$ cat config.mk
export PLATFORM = sky130hd
export DESIGN_NAME = cdb_broadcaster
export DESIGN_NICKNAME = d
export VERILOG_FILES = /design/src/rtl/cdb_broadcaster.sv
export SDC_FILE = /design/constraint.sdc
export NUM_CORES = 1
export LEC_CHECK = 0
export CELL_PAD_IN_SITES_DETAIL_PLACEMENT = 1
export CELL_PAD_IN_SITES_GLOBAL_PLACEMENT = 2
export CORE_ASPECT_RATIO = 1.5
export CORE_MARGIN = 2
export CORE_UTILIZATION = 29
export DETAILED_ROUTE_END_ITERATION = 16
export PLACE_DENSITY = 0.65
export SETUP_SLACK_MARGIN = 0.1
export SYNTH_ARGS = -nofsm -noshare
export SYNTH_HDL_FRONTEND = slang
export SYNTH_SLANG_ARGS = --single-unit
$ cat constraint.sdc
create_clock -name clk -period 5.86 [get_ports clk]
set_input_delay 1.172 -clock clk [delete_from_list [all_inputs] [get_ports clk]]
set_output_delay 1.172 -clock clk [all_outputs]
set_load 0.05 [all_outputs]
$ cat src/rtl/cdb_broadcaster.sv
// cdb_broadcaster: buffers ALU and LSB results in per-source FIFOs and broadcasts
// up to two of them per cycle on a registered two-lane common data bus.
module cdb_broadcaster #(
  parameter int DEPTH = 4
) (
  input  logic        clk,
  input  logic        rst,
  input  logic        rdy,
  input  logic        flush,
  input  logic        alu_ready,
  input  logic [3:0]  alu_tag,
  input  logic [31:0] alu_result,
  input  logic        lsb_ready,
  input  logic [3:0]  lsb_tag,
  input  logic [31:0] lsb_result,
  output logic [73:0] cdb,
  output logic        alu_almost_full,
  output logic        lsb_almost_full,
  output logic        overflow
);
  localparam int PW = $clog2(DEPTH);
  localparam logic [PW:0] FULL = (PW+1)'(DEPTH);
  localparam logic [PW:0] AF = (PW+1)'(DEPTH - 1);
  localparam logic [PW:0] TWO = (PW+1)'(2);
  logic [35:0] mem_q [2][DEPTH];
  logic [PW-1:0] rp_q [2];
  logic [PW-1:0] wp_q [2];
  logic [PW:0] cnt_q [2];
  logic [PW:0] cnt_d [2];
  logic [PW:0] cp [2];
  logic [1:0] pop [2];
  logic [35:0] in_e [2];
  logic [35:0] head [2];
  logic [35:0] nxt [2];
  logic [1:0] in_v, ok, ne, two, af_q, af_d;
  logic [36:0] lane0, lane1;
  logic [73:0] cdb_q, cdb_d;
  logic ovf_q, ovf_d;
  // Pops are chosen from pre-edge contents; pushes land after the pops free space.
  always_comb begin
    in_v = {lsb_ready, alu_ready};
    in_e[0] = {alu_tag, alu_result};
    in_e[1] = {lsb_tag, lsb_result};
    for (int s = 0; s < 2; s++) begin
      ne[s] = cnt_q[s] != '0;
      two[s] = cnt_q[s] >= TWO;
      head[s] = mem_q[s][rp_q[s]];
      nxt[s] = mem_q[s][rp_q[s] + PW'(1)];
    end
    pop[0] = !ne[0] ? 2'd0 : (ne[1] || !two[0]) ? 2'd1 : 2'd2;
    pop[1] = !ne[1] ? 2'd0 : (ne[0] || !two[1]) ? 2'd1 : 2'd2;
    lane0 = ne[0] ? {1'b1, head[0]} : ne[1] ? {1'b1, head[1]} : '0;
    lane1 = &ne ? {1'b1, head[1]} : (ne[0] && two[0]) ? {1'b1, nxt[0]} :
            (ne[1] && two[1]) ? {1'b1, nxt[1]} : '0;
    cdb_d = flush ? '0 : {lane1, lane0};
    for (int s = 0; s < 2; s++) begin
      cp[s] = cnt_q[s] - (PW+1)'(pop[s]);
      ok[s] = in_v[s] && (cp[s] < FULL) && !flush;
      cnt_d[s] = flush ? '0 : cp[s] + (PW+1)'(ok[s]);
      af_d[s] = cnt_d[s] >= AF;
    end
    ovf_d = ovf_q | (!flush && |(in_v & ~ok));
  end
  always_ff @(posedge clk or posedge rst) begin
    if (rst) begin
      for (int s = 0; s < 2; s++) begin
        rp_q[s] <= '0;
        wp_q[s] <= '0;
        cnt_q[s] <= '0;
      end
      cdb_q <= '0;
      af_q <= '0;
      ovf_q <= 1'b0;
    end else if (rdy) begin
      for (int s = 0; s < 2; s++) begin
        rp_q[s] <= flush ? '0 : rp_q[s] + PW'(pop[s]);
        wp_q[s] <= flush ? '0 : wp_q[s] + PW'(ok[s]);
        cnt_q[s] <= cnt_d[s];
      end
      cdb_q <= cdb_d;
      af_q <= af_d;
      ovf_q <= ovf_d;
    end
  end
  always_ff @(posedge clk) begin
    if (rdy)
      for (int s = 0; s < 2; s++)
        if (ok[s]) mem_q[s][wp_q[s]] <= in_e[s];
  end
  assign cdb = cdb_q;
  assign alu_almost_full = af_q[0];
  assign lsb_almost_full = af_q[1];
  assign overflow = ovf_q;
endmodule
==> results of run 1 <==
==> logic make-up after synthesis <==
family	share of synthesized area
and+or+nand+nor	0.0145
buffers and inverters	0.0438
DFF	0.643
xor gates and xnor gates	0.00309
AOI/OAI and AO/OA	0.0721
muxes	0.213
adders and majority gates	0.00973
==> power by group <==
group,total [uW],internal (uW),switching [uW],leakage (uW)
sequential,3750,3310,433,0.00379
clock,2530,1480,1050,0.000629
combinational,4360,1750,2610,0.00239
==> final cells by class <==
| class | instances | area share |
|---|---|---|
| multi-input cells | 424 | 0.260 |
| inverters | 90 | 0.0165 |
| clock buffers | 50 | 0.0503 |
| clock inverters | 23 | 0.0122 |
| flip-flops and latches | 379 | 0.530 |
| repair buffers | 180 | 0.0840 |
| well taps | 770 | 0.0467 |
==> cell usage after synthesis (2+ instances only) <==
library cell	count
a211oi_1	3
a21boi_0	2
a21boi_1	2
a21oi_1	3
a221oi_1	21
a221oi_2	12
buf_1	5
buf_2	24
buf_4	8
buf_6	9
clkbuf_1	28
dfrtp_1	91
edfxtp_1	288
fa_1	2
ha_1	10
inv_1	90
mux2i_1	37
mux4_2	144
nand2_1	18
nand3_1	3
nor2_1	5
nor3_1	6
nor3b_1	2
nor4_1	2
o21a_1	2
o21ai_0	16
o21ai_1	33
o221ai_1	3
o22ai_1	76
or2_1	3
or2_2	2
xnor2_1	6
==> state kept, by name, indices dropped and copies added, names as in the netlist <==
| register | cells |
|---|---|
| af_q | 2 |
| cdb | 74 |
| cnt_q | 6 |
| mem_q | 288 |
| overflow | 1 |
| rp_q | 4 |
| wp_q | 4 |
==> routing by layer <==
layer,up-vias,part of all wire,GRT usage
met5,-,0.00016,0
met2,210,0.56,0.328
li1,4218,-,-
met3,53,0.035,0.0250
met1,5293,0.39,0.192
met4,2,0.015,0.0345
==> critical path: stages (launching register included) <==
cell and delay (ps):
dfrtp_1 490, or2_4 560, a21oi_1 320, ha_1 210, inv_1 70, fa_1 450
xnor2_1 170, nor3b_1 450, nand3_1 280, nor2_4 540, buf_4 440
==> worst max-delay path by stage <==
stage	end	slack (ps)
floorplan	mem_q[0][108]	340
global placement	mem_q[0][83]	1620
detailed placement	mem_q[0][83]	1390
CTS	mem_q[0][73]	1350
global route	mem_q[0][106]	1110
finish	mem_q[0][106]	1510
==> stage by stage <==
step	power, uW	utilization	cells
floorplan	6760	-	967
global placement	8190	0.335	1843
detailed placement	8240	0.335	1843
CTS	10800	0.357	1916
global route	11200	0.357	1916
finish	10600	0.357	1916
==> key figures, run 1 <==
Yosys
  • Synth Register Bits: 379
  • Net Count, Synth: 1057
  • Post-synthesis cell count: between 900 and 1000
  • Mean post-synth cell area: 17.6 sq um
  • Synth top area cells: edfxtp_1 (51%), mux4_2 (19%), dfrtp_1 (13%)
  • Synth Cell Area: 0.0170 sq mm
  • Synth area leader: edfxtp_1
  • Top_reg_cell synth: edfxtp_1
  • Synth top area share: 0.509
  • Asr flop ratio synth: 0.240
  • Synth unique cells: 43
  • Post-synth EDFFs: around 290
  • Synthesis Warnings: 0
  • Sequential-to-total area share from yosys stat: 0.643

Clocking
  • Post-CTS Resized: 0
  • Clock Pin Slew Worst Setup and Hold Paths: 60 ps
  • Hold_buf cts: 0
  • # Post-CTS Setup Buffers: 0
  • Clock tree buffer depth: 3
  • CTS tree: done
  • Clk sinks: about 380
  • Total CTS buffers: 40
  • Clk_lat worst skew: 550 ps
  • H-tree levels: 2
  • Clock root cell: clkbuf_16

Timing
  • Worst clock skew: 27.7 ps
  • Setup TNS: 0 ps
  • Final setup fails: 0
  • Max-slew headroom at the worst pin: 0.184
  • Endpoints failing hold: 0
  • Minimum clock period: 4350 ps
  • Pins Over Slew Limit: 0
  • Slew at the pin with the worst max-slew slack: 1220 ps
  • Period utilization: 0.743
  • Fin worst setup slack: around 1500 ps
  • FMAX: 230 MHz
  • RSZ-0062 raised after global routing: no
  • Hold_ws: around 470 ps

Routing
  • Vias per cell: 5.10
  • DRT Pass-1 Iters: 4
  • Routed via count: 9776
  • Starting DRT DRC Count: 623
  • Total Wirelength: about 51000 um
  • Drt wl/cell: about 26 um
  • DRC viols: 0
  • Routed Antenna Nets: 0

Global routing
  • First-pass GRT wire length: 74200 um
  • Total congestion overflow: 0
  • Initial antenna violation count: 3
  • Largest net degree at the start of global routing: 75
  • Total Routing Usage GR: 0.168
  • Number of global-route vias before repair: 10930

Final layout
  • Nets: 1205
  • Register area: around 0.011 sq mm
  • Most common cell after layout, fill and taps aside: edfxtp_1
  • Number of antenna diodes: 0
  • Synth-to-Final Area Change: 21.6%
  • Share of cells above drive strength 1: 0.230
  • Area of the multi-input gates: approximately 0.0054 sq mm
  • Most frequent cells in the layout: edfxtp_1 (288), clkdlybuf4s50_1 (153), mux4_2 (144)
  • Design area: 0.0206 sq mm
  • # fillers: ~6000

Worst setup path
  • Setup CP Type: reg2reg
  • CP required: 6050 ps
  • Worst Path Max Fanout: 41
  • Worst reg2reg path depth: 10
  • Startpoint Class: flop
  • Reg2reg setup slack: 1510 ps
  • Reg2reg end: mem_q[0][106]
  • Crit Reg-Reg Startpoint: cnt_q[5]
  • Crit path DAT: 4540 ps
  • Crit. Startpoint: cnt_q[5]
  • Setup crit end kind: flop

Placement
  • HPWL Detailed: between 30000 and 40000 um
  • Port buffer count: 154
  • Post-DP Area: 0.0194 sq mm
  • Placer Congestion: between 0.7 and 0.8
  • Dpl ws: 1390 ps

Power
  • Power per cell area: about 500 mW/mm^2
  • Leak: 0.00681 uW
  • Max IR drop VDD: 292 uV

Hold path
  • Startpoint of the worst hold path: overflow
  • Worst min path class: reg2reg
  • WHS Path Cells: 1
  • WHS Endpoint: overflow

Floorplan
  • I/O Pins: between 150 and 200
  • Die height: 300 um
  • Die area: 0.0606 sq mm
  • Core Footprint: approximately 0.058 sq mm
  • Rows: 108
  • Die width: 202 um
  • Starting Density: 0.294

Run
  • Max Cap Viol: 0

Outcome
  • Status: completed
No activity file was read; power rests on OpenSTA's default activity.
==> run 2, diff against run 1 <==
==> constraint.sdc (replaced) <==
create_clock -name clk -period 3.95 [get_ports clk]
set_input_delay 0.79 -clock clk [delete_from_list [all_inputs] [get_ports clk]]
set_output_delay 0.79 -clock clk [all_outputs]
set_load 0.05 [all_outputs]
==> run 2 against run 1 <==
Against the previous run:
- core utilization is 0.68 points higher
- register-to-register slack worse by 1100 ps
- highest routed layer unchanged
- combinational power is 50% higher
==> key figures, run 2 (synthesis gave the netlist of run 1 again) <==
Outcome
  • Status: completed

Routing
  • DRT Pass-1 Iters: 5 (+1)
  • Routed via count: 9853 (+0.79%)
  • DRC viols: 0 (unchanged)
  • Total Wirelength: 49700 um (-1.8%)
  • Vias per cell: 5.11 (+0.21%)
  • Routed Antenna Nets: 0 (unchanged)
  • Drt wl/cell: 25.8 um (-2.3%)
  • Starting DRT DRC Count: 759 (+22%)

Power
  • Power per cell area: 769 mW/mm^2 (+49%)
  • Comb pwr share: 0.405 (-0.005)
  • Sw Ratio: 0.383 (-0.00181)
  • Psw: 6190 uW (+51%)
  • Power, Total: 16200 uW (+52%)
  • Leak: 0.00695 uW (+2.2%)
  • Max IR drop VDD: 420 uV (+44%)
  • Int Pwr: 9990 uW (+53%)
  • Flop pwr share: 0.346 (-0.006)
  • Clock network fraction of total power: 0.249 (+0.011)

Placement
  • Port buffer count: 154 (unchanged)
  • Dpl ws: 360 ps (-1030 ps)
  • HPWL Detailed: 33300 um (+2.7%)
  • Placer Congestion: 0.742 (-0.72%)

Floorplan
  • Die width: 202 um (unchanged)
  • Die area: 0.0606 sq mm (unchanged)
  • Starting Density: 0.294 (unchanged)
  • Core Footprint: 0.0578 sq mm (unchanged)
  • I/O Pins: 155 (unchanged)
  • Die height: 300 um (unchanged)
  • Rows: 108 (unchanged)

Clocking
  • Total CTS buffers: 40 (unchanged)
  • Clock tree buffer depth: 3 (unchanged)
  • Clk_lat worst skew: 550 ps (about the same)
  • H-tree levels: 2 (unchanged)
  • Post-CTS Resized: 0 (unchanged)
  • Clock root cell: clkbuf_16
  • # Post-CTS Setup Buffers: 0 (unchanged)
  • Clock Pin Slew Worst Setup and Hold Paths: 60 ps (about the same)
  • Clk sinks: 379 (unchanged)
  • Hold_buf cts: 0 (unchanged)
  • CTS tree: done

Worst setup path
  • CP required: 4170 ps (-1880 ps)
  • Slowest stage delay, CP: 530 ps (-30 ps)
  • Critical Path Slowest Stage Cell: nor3_2
  • CP Cell Sequence: nor3_2 -> nand2_1 -> fa_2 -> xnor2_1 -> nor3b_2 -> nand3_1 -> nor2_4 -> buf_12
  • Startpoint Class: flop
  • Crit path DAT: 3760 ps (-780 ps)
  • Setup crit end kind: flop
  • Worst Path Max Fanout: 29 (-29%)
  • Setup CP Type: reg2reg
  • CP bufs+invs: 1 (-1)
  • Top cell family by delay on the critical path: simple AND/OR/NAND/NOR gates

Global routing
  • Total Routing Usage GR: 0.164 (-0.00344)
  • Initial antenna violation count: 2 (-1)
  • Number of global-route vias before repair: 10766 (-1.5%)
  • Largest net degree at the start of global routing: 62 (-17%)
  • Total congestion overflow: 0 (unchanged)
  • First-pass GRT wire length: 73100 um (-1.4%)

Timing
  • Final setup fails: 0 (unchanged)
  • Worst clock skew: 23.7 ps (-3.98 ps)
  • Minimum clock period: 3540 ps (-810 ps)
  • Slew at the pin with the worst max-slew slack: 896 ps (-328 ps)
  • RSZ-0062 raised after global routing: no
  • Endpoints failing hold: 0 (unchanged)
  • Setup TNS: 0 ps (unchanged)
  • Fin worst setup slack: 407 ps (-1100 ps)
  • Max-slew headroom at the worst pin: 0.403 (+0.219)
  • Period utilization: 0.897 (+0.154)
  • Pins Over Slew Limit: 0 (unchanged)
  • FMAX: 282 MHz (+23%)

Final layout
  • Max FFs per register: 288 (unchanged)
  • Most frequent cells in the layout: edfxtp_1 (288), clkdlybuf4s50_1 (153), mux4_2 (144)
  • Share of cells above drive strength 1: 0.251 (+0.0205)
  • Most common cell after layout, fill and taps aside: edfxtp_1
  • Synth-to-Final Area Change: 23.9%
  • # fillers: 5884 (-0.52%)
  • Nets: 1214 (+0.75%)

Hold path
  • Worst min path class: reg2reg

Run
  • Max Cap Viol: 0 (unchanged)
## run 2: cell count changes in the layout (fill, tap and decap cells not counted), sizes merged
cell	before	now
buf	27	36
clkinv	16	11
clkinvlp	1	5
clkbuf	50	51
diode	0	1
inv	91	92
## run 2: worst reg2reg max path: cells and delay by family, from the launching register on
kind                       cells  cell delay [ps]
buffers and inverters          1              290
and+or+nand+nor                5             1890
adders and majority gates      1              440
xor gates and xnor gates       1              160
DFF                            1              430
## run 2: final timing paths
kind / depth (start not counted) / endpoint / slack (ps) / start
min in group asynchronous: 2 / cdb[36] / 690 / rst
max: 8 / mem_q[0][34] / 410 / cnt_q[1]
min: 1 / overflow / 490 / overflow
max in group asynchronous: 3 / cdb[29] / 2430 / rst
max reg2reg: 8 / mem_q[0][34] / 410 / cnt_q[1]
min reg2reg: 1 / overflow / 490 / overflow
## run 2: metrics by stage
| step | hold slack, ps | cell area (sq um) | util | instances |
|---|---|---|---|---|
| after global routing | 508 | 21000 | 0.364 | 1927 |
| after global placement | 469 | 19600 | 0.339 | 1852 |
| after detailed placement | 483 | 19600 | 0.339 | 1852 |
| after floorplan | 553 | 17100 | - | 967 |
| after CTS | 498 | 21000 | 0.364 | 1926 |
| final | 490 | 21000 | 0.364 | 1927 |
## run 2: routing by layer
layer | share of wire | vias to the layer above | GRT usage
met5 | 0.00016 | - | 0
met4 | 0.027 | 2 | 0.0539
met3 | 0.038 | 70 | 0.0223
met2 | 0.54 | 277 | 0.303
met1 | 0.39 | 5265 | 0.197
li1 | - | 4239 | -
## run 2: final cells by class
| type | count | area (sq um) | share of cell area |
|---|---|---|---|
| Clock inverter | 23 | 287 | 0.0136 |
| Timing Repair Buffer | 189 | 1930 | 0.0916 |
| Inverter | 90 | 340 | 0.0162 |
| Multi-Input combinational cell | 424 | 5430 | 0.258 |
| Tap cell | 770 | 963 | 0.0458 |
| Antenna cell | 1 | 2.50 | 0.000119 |
| Clock buffer | 51 | 1140 | 0.0544 |
| Sequential cell | 379 | 10900 | 0.520 |
## run 2: power by group through the flow
| stage | Sequential (uW) | Clock, uW | Combinational [uW] |
|---|---|---|---|
| CTS | 5630 | 4140 | 6660 |
| global placement | 5680 | 0 | 6590 |
| floorplan | 6590 | 0 | 3490 |
| detailed placement | 5710 | 0 | 6630 |
| global route | 5710 | 4270 | 6970 |
| finish | 5600 | 4020 | 6560 |
